**src/rtl/riscv_alu_queue_if_if.sv**
```systemverilog
// AHB-lite slave bus bundle for the queued ALU coprocessor.
// The master modport drives the request side, the slave modport returns ready/resp/rdata.
interface riscv_alu_queue_if_if #(
    parameter int unsigned W_ADDR  = 32,
    parameter int unsigned W_DATA  = 32,
    parameter int unsigned W_TRANS = 2,
    parameter int unsigned W_BURST = 3,
    parameter int unsigned W_SIZE  = 3,
    parameter int unsigned W_RESP  = 2
);
    logic                sl_HSEL;
    logic                sl_HREADY;
    logic                sl_HWRITE;
    logic [W_TRANS-1:0]  sl_HTRANS;
    logic [W_BURST-1:0]  sl_HBURST;
    logic [W_SIZE-1:0]   sl_HSIZE;
    logic [W_ADDR-1:0]   sl_HADDR;
    logic [W_DATA-1:0]   sl_HWDATA;
    logic                out_sl_HREADY;
    logic [W_RESP-1:0]   out_sl_HRESP;
    logic [W_DATA-1:0]   out_sl_HRDATA;

    modport master (
        output sl_HSEL, sl_HREADY, sl_HWRITE, sl_HTRANS, sl_HBURST, sl_HSIZE, sl_HADDR,
               sl_HWDATA,
        input  out_sl_HREADY, out_sl_HRESP, out_sl_HRDATA
    );

    modport slave (
        input  sl_HSEL, sl_HREADY, sl_HWRITE, sl_HTRANS, sl_HBURST, sl_HSIZE, sl_HADDR,
               sl_HWDATA,
        output out_sl_HREADY, out_sl_HRESP, out_sl_HRDATA
    );
endinterface

```
**src/rtl/riscv_alu_queue_if.sv**
```systemverilog
// AHB-lite queued RISC-V ALU coprocessor: command FIFO -> multi-cycle ALU engine -> result FIFO.
// Optional feature macro: ALU_QUEUE_IRQ_EN adds the IE bit and a registered irq_o output.
module riscv_alu_queue_if #(
    parameter int unsigned W_ADDR  = 32,
    parameter int unsigned W_DATA  = 32,
    parameter int unsigned DEPTH   = 4,
    parameter int unsigned W_DEPTH = 2,
    parameter int unsigned ALU_LAT = 1
) (
    input  logic                HCLK,
    input  logic                HRESET,
`ifdef ALU_QUEUE_IRQ_EN
    output logic                irq_o,
`endif
    riscv_alu_queue_if_if.slave bus
);

    localparam logic [3:0] RegOp     = 4'h0;
    localparam logic [3:0] RegA      = 4'h1;
    localparam logic [3:0] RegB      = 4'h2;
    localparam logic [3:0] RegCmd    = 4'h3;
    localparam logic [3:0] RegRes    = 4'h4;
    localparam logic [3:0] RegFlags  = 4'h5;
    localparam logic [3:0] RegStatus = 4'h6;
    localparam logic [3:0] RegCtrl   = 4'h7;

    localparam logic [3:0] OpAdd  = 4'h0;
    localparam logic [3:0] OpSll  = 4'h1;
    localparam logic [3:0] OpSlt  = 4'h2;
    localparam logic [3:0] OpSltu = 4'h3;
    localparam logic [3:0] OpXor  = 4'h4;
    localparam logic [3:0] OpSrl  = 4'h5;
    localparam logic [3:0] OpOr   = 4'h6;
    localparam logic [3:0] OpAnd  = 4'h7;
    localparam logic [3:0] OpSub  = 4'h8;
    localparam logic [3:0] OpSra  = 4'hD;

    localparam logic [W_DEPTH:0] FullCnt = (W_DEPTH + 1)'(DEPTH);
    localparam logic [3:0]       LatInit = 4'(ALU_LAT - 1);

    typedef enum logic [0:0] {StIdle, StExec} state_e;

    // Address-phase capture
    logic [3:0]          sel_q;
    logic                wr_q, rd_q;
    logic                addr_valid;
    logic [W_DATA-1:0]   wdata;
    logic [W_DATA-1:0]   rdata;

    // Software-visible registers
    logic [3:0]          op_q;
    logic [31:0]         a_q, b_q;
    logic                ovf_q, ovf_d;
    logic                unf_q, unf_d;
`ifdef ALU_QUEUE_IRQ_EN
    logic                ie_q;
    logic                irq_q;
`endif

    // Command FIFO entries are {op, a, b}
    logic [67:0]         cmd_mem_q [DEPTH];
    logic [W_DEPTH-1:0]  cmd_wptr_q, cmd_rptr_q;
    logic [W_DEPTH:0]    cmd_cnt_q, cmd_cnt_d;

    // Result FIFO entries are {flcnz, result}
    logic [36:0]         res_mem_q [DEPTH];
    logic [W_DEPTH-1:0]  res_wptr_q, res_rptr_q;
    logic [W_DEPTH:0]    res_cnt_q, res_cnt_d;
    logic [36:0]         res_head;

    // Engine
    state_e              state_q, state_d;
    logic [3:0]          cnt_q, cnt_d;
    logic [3:0]          alu_op_q;
    logic [31:0]         alu_a_q, alu_b_q;
    logic [31:0]         alu_p;
    logic [4:0]          flcnz;
    logic [32:0]         add_w, sub_w;
    logic                lt_s, fl_c, fl_f;

    // Data-phase decode
    logic                cmd_req, ctrl_wr, flush, res_rd;
    logic                cmd_full, cmd_empty, res_empty;
    logic                cmd_push, dispatch, res_push, res_pop, ovf_set;

    logic                unused_bus;

    assign addr_valid = bus.sl_HSEL & bus.sl_HREADY & bus.sl_HTRANS[1];
    assign wdata      = bus.sl_HWDATA;
    assign unused_bus = ^{bus.sl_HADDR[W_ADDR-1:6], bus.sl_HADDR[1:0], bus.sl_HBURST,
                          bus.sl_HSIZE, bus.sl_HTRANS[0]};

    assign cmd_req   = wr_q & (sel_q == RegCmd);
    assign ctrl_wr   = wr_q & (sel_q == RegCtrl);
    assign flush     = ctrl_wr & wdata[8];
    assign res_rd    = rd_q & (sel_q == RegRes);

    assign cmd_full  = (cmd_cnt_q == FullCnt);
    assign cmd_empty = (cmd_cnt_q == '0);
    assign res_empty = (res_cnt_q == '0);
    assign res_head  = res_mem_q[res_rptr_q];

    // Flush dominates every queue movement in its cycle, including a same-cycle CMD push.
    assign cmd_push  = cmd_req & ~cmd_full & ~flush;
    assign ovf_set   = cmd_req & cmd_full & ~flush;
    assign dispatch  = (state_q == StIdle) & ~cmd_empty & (res_cnt_q < FullCnt) & ~flush;
    assign res_push  = (state_q == StExec) & (cnt_q == '0) & ~flush;
    assign res_pop   = res_rd & ~res_empty & ~flush;

    always_comb begin
        state_d = state_q;
        cnt_d   = cnt_q;
        unique case (state_q)
            StIdle: begin
                if (dispatch) begin
                    state_d = StExec;
                    cnt_d   = LatInit;
                end
            end
            StExec: begin
                if (flush || (cnt_q == '0)) begin
                    state_d = StIdle;
                end else begin
                    cnt_d = cnt_q - 4'd1;
                end
            end
            default: state_d = StIdle;
        endcase
    end

    always_comb begin
        cmd_cnt_d = cmd_cnt_q;
        unique case ({cmd_push, dispatch})
            2'b10:   cmd_cnt_d = cmd_cnt_q + 1'b1;
            2'b01:   cmd_cnt_d = cmd_cnt_q - 1'b1;
            default: cmd_cnt_d = cmd_cnt_q;
        endcase
        res_cnt_d = res_cnt_q;
        unique case ({res_push, res_pop})
            2'b10:   res_cnt_d = res_cnt_q + 1'b1;
            2'b01:   res_cnt_d = res_cnt_q - 1'b1;
            default: res_cnt_d = res_cnt_q;
        endcase
    end

    always_comb begin
        ovf_d = ovf_q;
        unf_d = unf_q;
        if (ctrl_wr && wdata[0]) ovf_d = 1'b0;
        if (ctrl_wr && wdata[1]) unf_d = 1'b0;
        if (ovf_set) ovf_d = 1'b1;
        if (res_rd && res_empty) unf_d = 1'b1;
    end

    always_ff @(posedge HCLK or posedge HRESET) begin
        if (HRESET) begin
            sel_q      <= '0;
            wr_q       <= 1'b0;
            rd_q       <= 1'b0;
            op_q       <= '0;
            a_q        <= '0;
            b_q        <= '0;
            ovf_q      <= 1'b0;
            unf_q      <= 1'b0;
            cmd_wptr_q <= '0;
            cmd_rptr_q <= '0;
            cmd_cnt_q  <= '0;
            res_wptr_q <= '0;
            res_rptr_q <= '0;
            res_cnt_q  <= '0;
            state_q    <= StIdle;
            cnt_q      <= '0;
            alu_op_q   <= '0;
            alu_a_q    <= '0;
            alu_b_q    <= '0;
        end else begin
            if (addr_valid) begin
                sel_q <= bus.sl_HADDR[5:2];
                wr_q  <= bus.sl_HWRITE;
                rd_q  <= ~bus.sl_HWRITE;
            end else begin
                wr_q  <= 1'b0;
                rd_q  <= 1'b0;
            end
            if (wr_q && (sel_q == RegOp)) op_q <= wdata[3:0];
            if (wr_q && (sel_q == RegA))  a_q  <= wdata[31:0];
            if (wr_q && (sel_q == RegB))  b_q  <= wdata[31:0];
            ovf_q   <= ovf_d;
            unf_q   <= unf_d;
            state_q <= state_d;
            cnt_q   <= cnt_d;
            if (dispatch) begin
                {alu_op_q, alu_a_q, alu_b_q} <= cmd_mem_q[cmd_rptr_q];
            end
            if (flush) begin
                cmd_wptr_q <= '0;
                cmd_rptr_q <= '0;
                cmd_cnt_q  <= '0;
                res_wptr_q <= '0;
                res_rptr_q <= '0;
                res_cnt_q  <= '0;
            end else begin
                if (cmd_push) cmd_wptr_q <= cmd_wptr_q + 1'b1;
                if (dispatch) cmd_rptr_q <= cmd_rptr_q + 1'b1;
                if (res_push) res_wptr_q <= res_wptr_q + 1'b1;
                if (res_pop)  res_rptr_q <= res_rptr_q + 1'b1;
                cmd_cnt_q <= cmd_cnt_d;
                res_cnt_q <= res_cnt_d;
            end
        end
    end

    // Storage is never read before written, so it carries no reset.
    always_ff @(posedge HCLK) begin
        if (cmd_push) cmd_mem_q[cmd_wptr_q] <= {op_q, a_q, b_q};
        if (res_push) res_mem_q[res_wptr_q] <= {flcnz, alu_p};
    end

`ifdef ALU_QUEUE_IRQ_EN
    always_ff @(posedge HCLK or posedge HRESET) begin
        if (HRESET) begin
            ie_q  <= 1'b0;
            irq_q <= 1'b0;
        end else begin
            if (ctrl_wr) ie_q <= wdata[2];
            irq_q <= ie_q & ((res_cnt_q != '0) | ovf_q | unf_q);
        end
    end

    assign irq_o = irq_q;
`endif

    // ALU datapath; flcnz = {signed overflow, signed less-than, carry, negative, zero}
    always_comb begin
        add_w = {1'b0, alu_a_q} + {1'b0, alu_b_q};
        sub_w = {1'b0, alu_a_q} + {1'b0, ~alu_b_q} + 33'd1;
        lt_s  = $signed(alu_a_q) < $signed(alu_b_q);
        alu_p = '0;
        fl_c  = 1'b0;
        fl_f  = 1'b0;
        case (alu_op_q)
            OpAdd: begin
                alu_p = add_w[31:0];
                fl_c  = add_w[32];
                fl_f  = (alu_a_q[31] == alu_b_q[31]) && (add_w[31] != alu_a_q[31]);
            end
            OpSub: begin
                alu_p = sub_w[31:0];
                fl_c  = sub_w[32];
                fl_f  = (alu_a_q[31] != alu_b_q[31]) && (sub_w[31] != alu_a_q[31]);
            end
            OpSll:   alu_p = alu_a_q << alu_b_q[4:0];
            OpSlt:   alu_p = {31'b0, lt_s};
            OpSltu:  alu_p = {31'b0, (alu_a_q < alu_b_q)};
            OpXor:   alu_p = alu_a_q ^ alu_b_q;
            OpSrl:   alu_p = alu_a_q >> alu_b_q[4:0];
            OpSra:   alu_p = $signed(alu_a_q) >>> alu_b_q[4:0];
            OpOr:    alu_p = alu_a_q | alu_b_q;
            OpAnd:   alu_p = alu_a_q & alu_b_q;
            default: alu_p = '0;
        endcase
    end

    assign flcnz = {fl_f, lt_s, fl_c, alu_p[31], (alu_p == '0)};

    always_comb begin
        rdata = '0;
        case (sel_q)
            RegOp:    rdata[3:0]  = op_q;
            RegA:     rdata[31:0] = a_q;
            RegB:     rdata[31:0] = b_q;
            RegRes:   rdata[31:0] = res_empty ? 32'h0 : res_head[31:0];
            RegFlags: rdata[4:0]  = res_empty ? 5'h0 : res_head[36:32];
            RegStatus: begin
                rdata[W_DEPTH:0]     = cmd_cnt_q;
                rdata[8+W_DEPTH:8]   = res_cnt_q;
                rdata[16]            = (state_q != StIdle);
                rdata[17]            = cmd_full;
                rdata[18]            = res_empty;
                rdata[24]            = ovf_q;
                rdata[25]            = unf_q;
            end
            RegCtrl: begin
`ifdef ALU_QUEUE_IRQ_EN
                rdata[2] = ie_q;
`else
                rdata[2] = 1'b0;
`endif
            end
            default: rdata = '0;
        endcase
    end

    assign bus.out_sl_HRDATA = rdata;
    assign bus.out_sl_HREADY = 1'b1;
    assign bus.out_sl_HRESP  = '0;

endmodule

```
**src/flat_wrapper.sv**
```systemverilog
// flat-port wrapper written by rule: the top's interface ports become plain ports
module riscv_alu_queue_if_flat 
#(
    parameter int unsigned W_ADDR  = 32,
    parameter int unsigned W_DATA  = 32,
    parameter int unsigned DEPTH   = 4,
    parameter int unsigned W_DEPTH = 2,
    parameter int unsigned ALU_LAT = 1
)
  (HCLK, HRESET, bus_sl_HSEL, bus_sl_HREADY, bus_sl_HWRITE, bus_sl_HTRANS, bus_sl_HBURST, bus_sl_HSIZE, bus_sl_HADDR, bus_sl_HWDATA, bus_out_sl_HREADY, bus_out_sl_HRESP, bus_out_sl_HRDATA);
  riscv_alu_queue_if_if #(.W_ADDR(W_ADDR), .W_DATA(W_DATA)) bus_i ();
  input  logic HCLK;
  input  logic HRESET;
  input wire logic [$bits(bus_i.sl_HSEL)-1:0] bus_sl_HSEL;
  input wire logic [$bits(bus_i.sl_HREADY)-1:0] bus_sl_HREADY;
  input wire logic [$bits(bus_i.sl_HWRITE)-1:0] bus_sl_HWRITE;
  input wire logic [$bits(bus_i.sl_HTRANS)-1:0] bus_sl_HTRANS;
  input wire logic [$bits(bus_i.sl_HBURST)-1:0] bus_sl_HBURST;
  input wire logic [$bits(bus_i.sl_HSIZE)-1:0] bus_sl_HSIZE;
  input wire logic [$bits(bus_i.sl_HADDR)-1:0] bus_sl_HADDR;
  input wire logic [$bits(bus_i.sl_HWDATA)-1:0] bus_sl_HWDATA;
  output wire logic [$bits(bus_i.out_sl_HREADY)-1:0] bus_out_sl_HREADY;
  output wire logic [$bits(bus_i.out_sl_HRESP)-1:0] bus_out_sl_HRESP;
  output wire logic [$bits(bus_i.out_sl_HRDATA)-1:0] bus_out_sl_HRDATA;
  assign bus_i.sl_HSEL = bus_sl_HSEL;
  assign bus_i.sl_HREADY = bus_sl_HREADY;
  assign bus_i.sl_HWRITE = bus_sl_HWRITE;
  assign bus_i.sl_HTRANS = bus_sl_HTRANS;
  assign bus_i.sl_HBURST = bus_sl_HBURST;
  assign bus_i.sl_HSIZE = bus_sl_HSIZE;
  assign bus_i.sl_HADDR = bus_sl_HADDR;
  assign bus_i.sl_HWDATA = bus_sl_HWDATA;
  assign bus_out_sl_HREADY = bus_i.out_sl_HREADY;
  assign bus_out_sl_HRESP = bus_i.out_sl_HRESP;
  assign bus_out_sl_HRDATA = bus_i.out_sl_HRDATA;
  riscv_alu_queue_if #(.W_ADDR(W_ADDR), .W_DATA(W_DATA), .DEPTH(DEPTH), .W_DEPTH(W_DEPTH), .ALU_LAT(ALU_LAT)) u_core (.HCLK(HCLK), .HRESET(HRESET), .bus(bus_i));
endmodule
```
**config.mk**
```make
export PLATFORM = sky130hd
export DESIGN_NAME = riscv_alu_queue_if_flat
export DESIGN_NICKNAME = d
export VERILOG_FILES = /design/src/rtl/riscv_alu_queue_if_if.sv /design/src/rtl/riscv_alu_queue_if.sv /design/src/flat_wrapper.sv
export SDC_FILE = /design/constraint.sdc
export NUM_CORES = 1
export LEC_CHECK = 0
export BUFFER_PORTS_ARGS = -buffer_cell sky130_fd_sc_hd__buf_2
export CAP_MARGIN = 20
export CORE_ASPECT_RATIO = 0.75
export CORE_MARGIN = 3
export CORE_UTILIZATION = 35
export DETAILED_ROUTE_END_ITERATION = 8
export GPL_ROUTABILITY_DRIVEN = 0
export PLACE_DENSITY_LB_ADDON = 0.15
export SYNTH_ARGS = -nofsm -noshare
export SYNTH_HDL_FRONTEND = slang
export SYNTH_SLANG_ARGS = --single-unit
```
**constraint.sdc**
```tcl
create_clock -name HCLK -period 5.7 [get_ports HCLK]
set_input_delay 0.285 -clock HCLK [delete_from_list [all_inputs] [get_ports HCLK]]
set_output_delay 0.285 -clock HCLK [all_outputs]
set_load 0.01 [all_outputs]
```
==> out/qor.txt <==
outcome: completed
Cell Area, Synth: 31360 sq um
H-tree depth: 2
RSZ-0062 raised after global routing: no
leakage dissipation: 13.11 nW
Final ANT Viol Nets: 0
fin area: 35590 sq um
Final Slew Violations: 0
sequential share of the synthesized area: 52.84%
Worst Skew: 0.02239 ns
Sum Neg Setup Slack: 0 ns
DP Worst Slack: 0.4652 ns
number of max-cap violations: 0
fin crit period: 5.423 ns
most frequent cells in the layout: 416 x edfxtp_1, 211 x nand2_1, 172 x nor2_1
count of cell types in the netlist: 91
Mapped Avg Cell Area: 12.24 sq um
Final setup viols: 0
Peak Freq: 184.4 MHz
Ports: 112
crit path max-delay cell type: dfrtp_4
Clock transition at path regs: 0.07 ns
DRC errors left: 0
HPWL after DPL: 78.08 mm
I/O Buffers: 73
worst skew pair latency: 0.63 ns
GRT Util Overall: 22.80%
synth warn: 0
Synth Instances: 2563
commonest non-fill, non-tap cell in the layout: edfxtp_1
placed insts: 3715
Post-synth ARST share: 28.15%
CTS Buf Count: 55
worst path arrival time: 5.81 ns
final WL: 108.4 mm
worst endpoint required time: 6.08 ns
hold slack: 0.08288 ns
largest net degree at the start of global routing: 90
grt total ovfl: 0
Vert. Die Dim: 265.2 um
Sink Count: 579
die area: 93270 sq um
top_reg_cell synth: edfxtp_1
Core Region: 88210 sq um
nets@finish: 2850
CP Class: reg -> reg
first-pass GRT wire length: 158.1 mm
ratio of cells with drive above 1 in the final layout: 19.88%
Tcrit/Tclk final: 95.14%
die width: 351.6 um
startpoint types: flip-flop
post-route total power: 21.96 mW
Post-CTS Resized: 0
Longest Clk Path Bufs: 3
DRT Pass-1 Iters: 7
crit-path max cell delay: 0.67 ns
TritonCTS clock tree: yes
utilization after layout: 40.35%
Peak VDD IR: 0.0002660 V
Hold Path Class: in -> reg
Post-synth EDFFs: 416
Final WS setup: 0.2768 ns
initial antenna violation count: 2
R2R Setup Slk: 0.28 ns
#FFs+latches synth: 579
ant diodes: 0
final std cells w/o fill: 3858
critical-path maximum fanout: 23
Starting Density: 35.55%
Area Overhead vs Synth: 13.48%
vias in the first global route: 22660
Root Buffer: clkbuf_16
row cnt: 94
routed len/inst: 28.09 um
Pwr per Cell Area: 617.0 nW/um^2
Via density: 6.098
Iteration-0 DRC Markers: 2972
Max-Slew Margin vs Limit: 23.56%
worst-margin pin slew: 1.143 ns
Post-Place Cell Area: 33320 sq um
critical-path cell list: ha_1 -> fa_1 -> o21bai_1 -> nand3_1 -> a311o_1 -> o211a_1 -> buf_4 -> o21ai_0 -> a311oi_1 -> a311oi_1 -> nand3_1 -> nor4_1 -> nand4b_1 -> nor4_2
endpoint type of the worst setup path: flip-flop
final hold viol count: 0
vias: 23530
==> critical path, delay by kind of cell, from the launching register on <==
kind / cells / cell delay (ns)
adders and majority gates: 2 / 0.74
AOI/OAI and AO/OA: 6 / 2.24
buffers and inverters: 1 / 0.17
DFF: 1 / 0.67
and+or+nand+nor: 5 / 1.35
==> power by group <==
| part | switching, mW | internal (mW) | total, mW |
|---|---|---|---|
| Clock | 1.66 | 2.14 | 3.80 |
| Combinational | 7.49 | 4.10 | 11.6 |
| Sequential | 0.946 | 5.63 | 6.57 |
==> synthesized netlist by cell type (9+ instances only) <==
| cell | n | area, sq um |
|---|---|---|
| nor2b_1 | 12 | 75.07 |
| buf_2 | 23 | 115.1 |
| dfrtp_1 | 163 | 4079 |
| o21bai_1 | 13 | 97.59 |
| nor3_1 | 45 | 225.2 |
| o22ai_1 | 23 | 143.9 |
| edfxtp_1 | 416 | 12490 |
| o31ai_1 | 10 | 75.07 |
| o21ai_0 | 158 | 790.8 |
| a21oi_1 | 111 | 555.5 |
| and3_1 | 12 | 75.07 |
| ha_1 | 110 | 1376 |
| a22oi_1 | 16 | 120.1 |
| a21o_1 | 15 | 112.6 |
| or3_1 | 12 | 75.07 |
| xnor2_1 | 23 | 201.4 |
| nand4_1 | 17 | 106.4 |
| o2111ai_1 | 9 | 78.83 |
| a221oi_1 | 22 | 192.7 |
| o221ai_1 | 13 | 113.9 |
| a211o_1 | 20 | 175.2 |
| nand3_1 | 41 | 205.2 |
| a211oi_1 | 32 | 240.2 |
| nand2b_1 | 24 | 150.1 |
| nor4_1 | 15 | 93.84 |
| and2_1 | 16 | 100.1 |
| mux2_2 | 99 | 1115 |
| a221o_1 | 10 | 100.1 |
| clkbuf_1 | 118 | 442.9 |
| buf_1 | 27 | 101.4 |
| nor2_1 | 174 | 653.1 |
| inv_1 | 122 | 457.9 |
| mux4_2 | 127 | 2860 |
| mux2i_1 | 63 | 630.6 |
| o211ai_1 | 25 | 187.7 |
| a222oi_1 | 31 | 310.3 |
| a31oi_1 | 18 | 112.6 |
| a22o_1 | 10 | 87.58 |
| nand2_1 | 213 | 799.5 |
==> worst paths after layout <==
kind,startpoint,to,cells after the start
setup / recovery,u_core.alu_b_q[0],u_core.res_mem_q[3][32],14
hold / removal,bus_sl_HREADY,u_core.rd_q,3
setup reg to reg,u_core.alu_b_q[0],u_core.res_mem_q[3][32],14
hold reg to reg,u_core.rd_q,u_core.unf_q,1
max in group asynchronous,HRESET,u_core.alu_b_q[2],4
min in group asynchronous,HRESET,u_core.a_q[25],3
==> sequential cells by signal, indices dropped and copies added, names as in the netlist, 2 cells and up <==
| name | count |
|---|---|
| u_core.alu_a_q | 32 |
| u_core.cnt_q | 4 |
| u_core.res_mem_q | 144 |
| u_core.res_rptr_q | 2 |
| u_core.op_q | 4 |
| u_core.cmd_wptr_q | 2 |
| u_core.a_q | 32 |
| u_core.b_q | 32 |
| u_core.res_wptr_q | 2 |
| u_core.res_cnt_q | 3 |
| u_core.cmd_cnt_q | 3 |
| u_core.cmd_mem_q | 272 |
| u_core.cmd_rptr_q | 2 |
| u_core.alu_op_q | 4 |
| u_core.alu_b_q | 32 |
| u_core.sel_q | 4 |
==> per-layer routing <==
layer,wire length [um],share of wire (%),vias up,global-route usage (%)
li1,-,-,10060,-
met1,48550,45,11980,34.01
met3,10200,9.4,214,5.094
met4,2881,2.7,2,5.710
met5,13,0.012,-,0
met2,46700,43,1265,33.53
==> layout make-up <==
cell class | instances | area (sq um)
timing repair buffer | 213 | 1562
fill | 8354 | 52620
sequential | 579 | 16580
clock inverter | 31 | 350.3
inverter | 124 | 470.5
clock buffer | 73 | 1526
tap | 1152 | 1441
multi-input combinational | 1686 | 13660
==> kinds of logic after synthesis <==
family          synth area share, %
compound gates                13.52
xor+xnor                     0.8657
fa+ha+maj                     4.644
buf+inv                       3.778
flops                         52.84
mux                           14.82
other cells                 0.02395
simple gates                  9.511
==> what timing repair did <==
| action | 4_1_cts | 5_1_grt |
|---|---|---|
| endpoints found under the hold margin | 150 | 0 |
| buffers inserted | 0 | 0 |
| hold buffers | 38 | 0 |
Power figures use the tool's default switching activity.
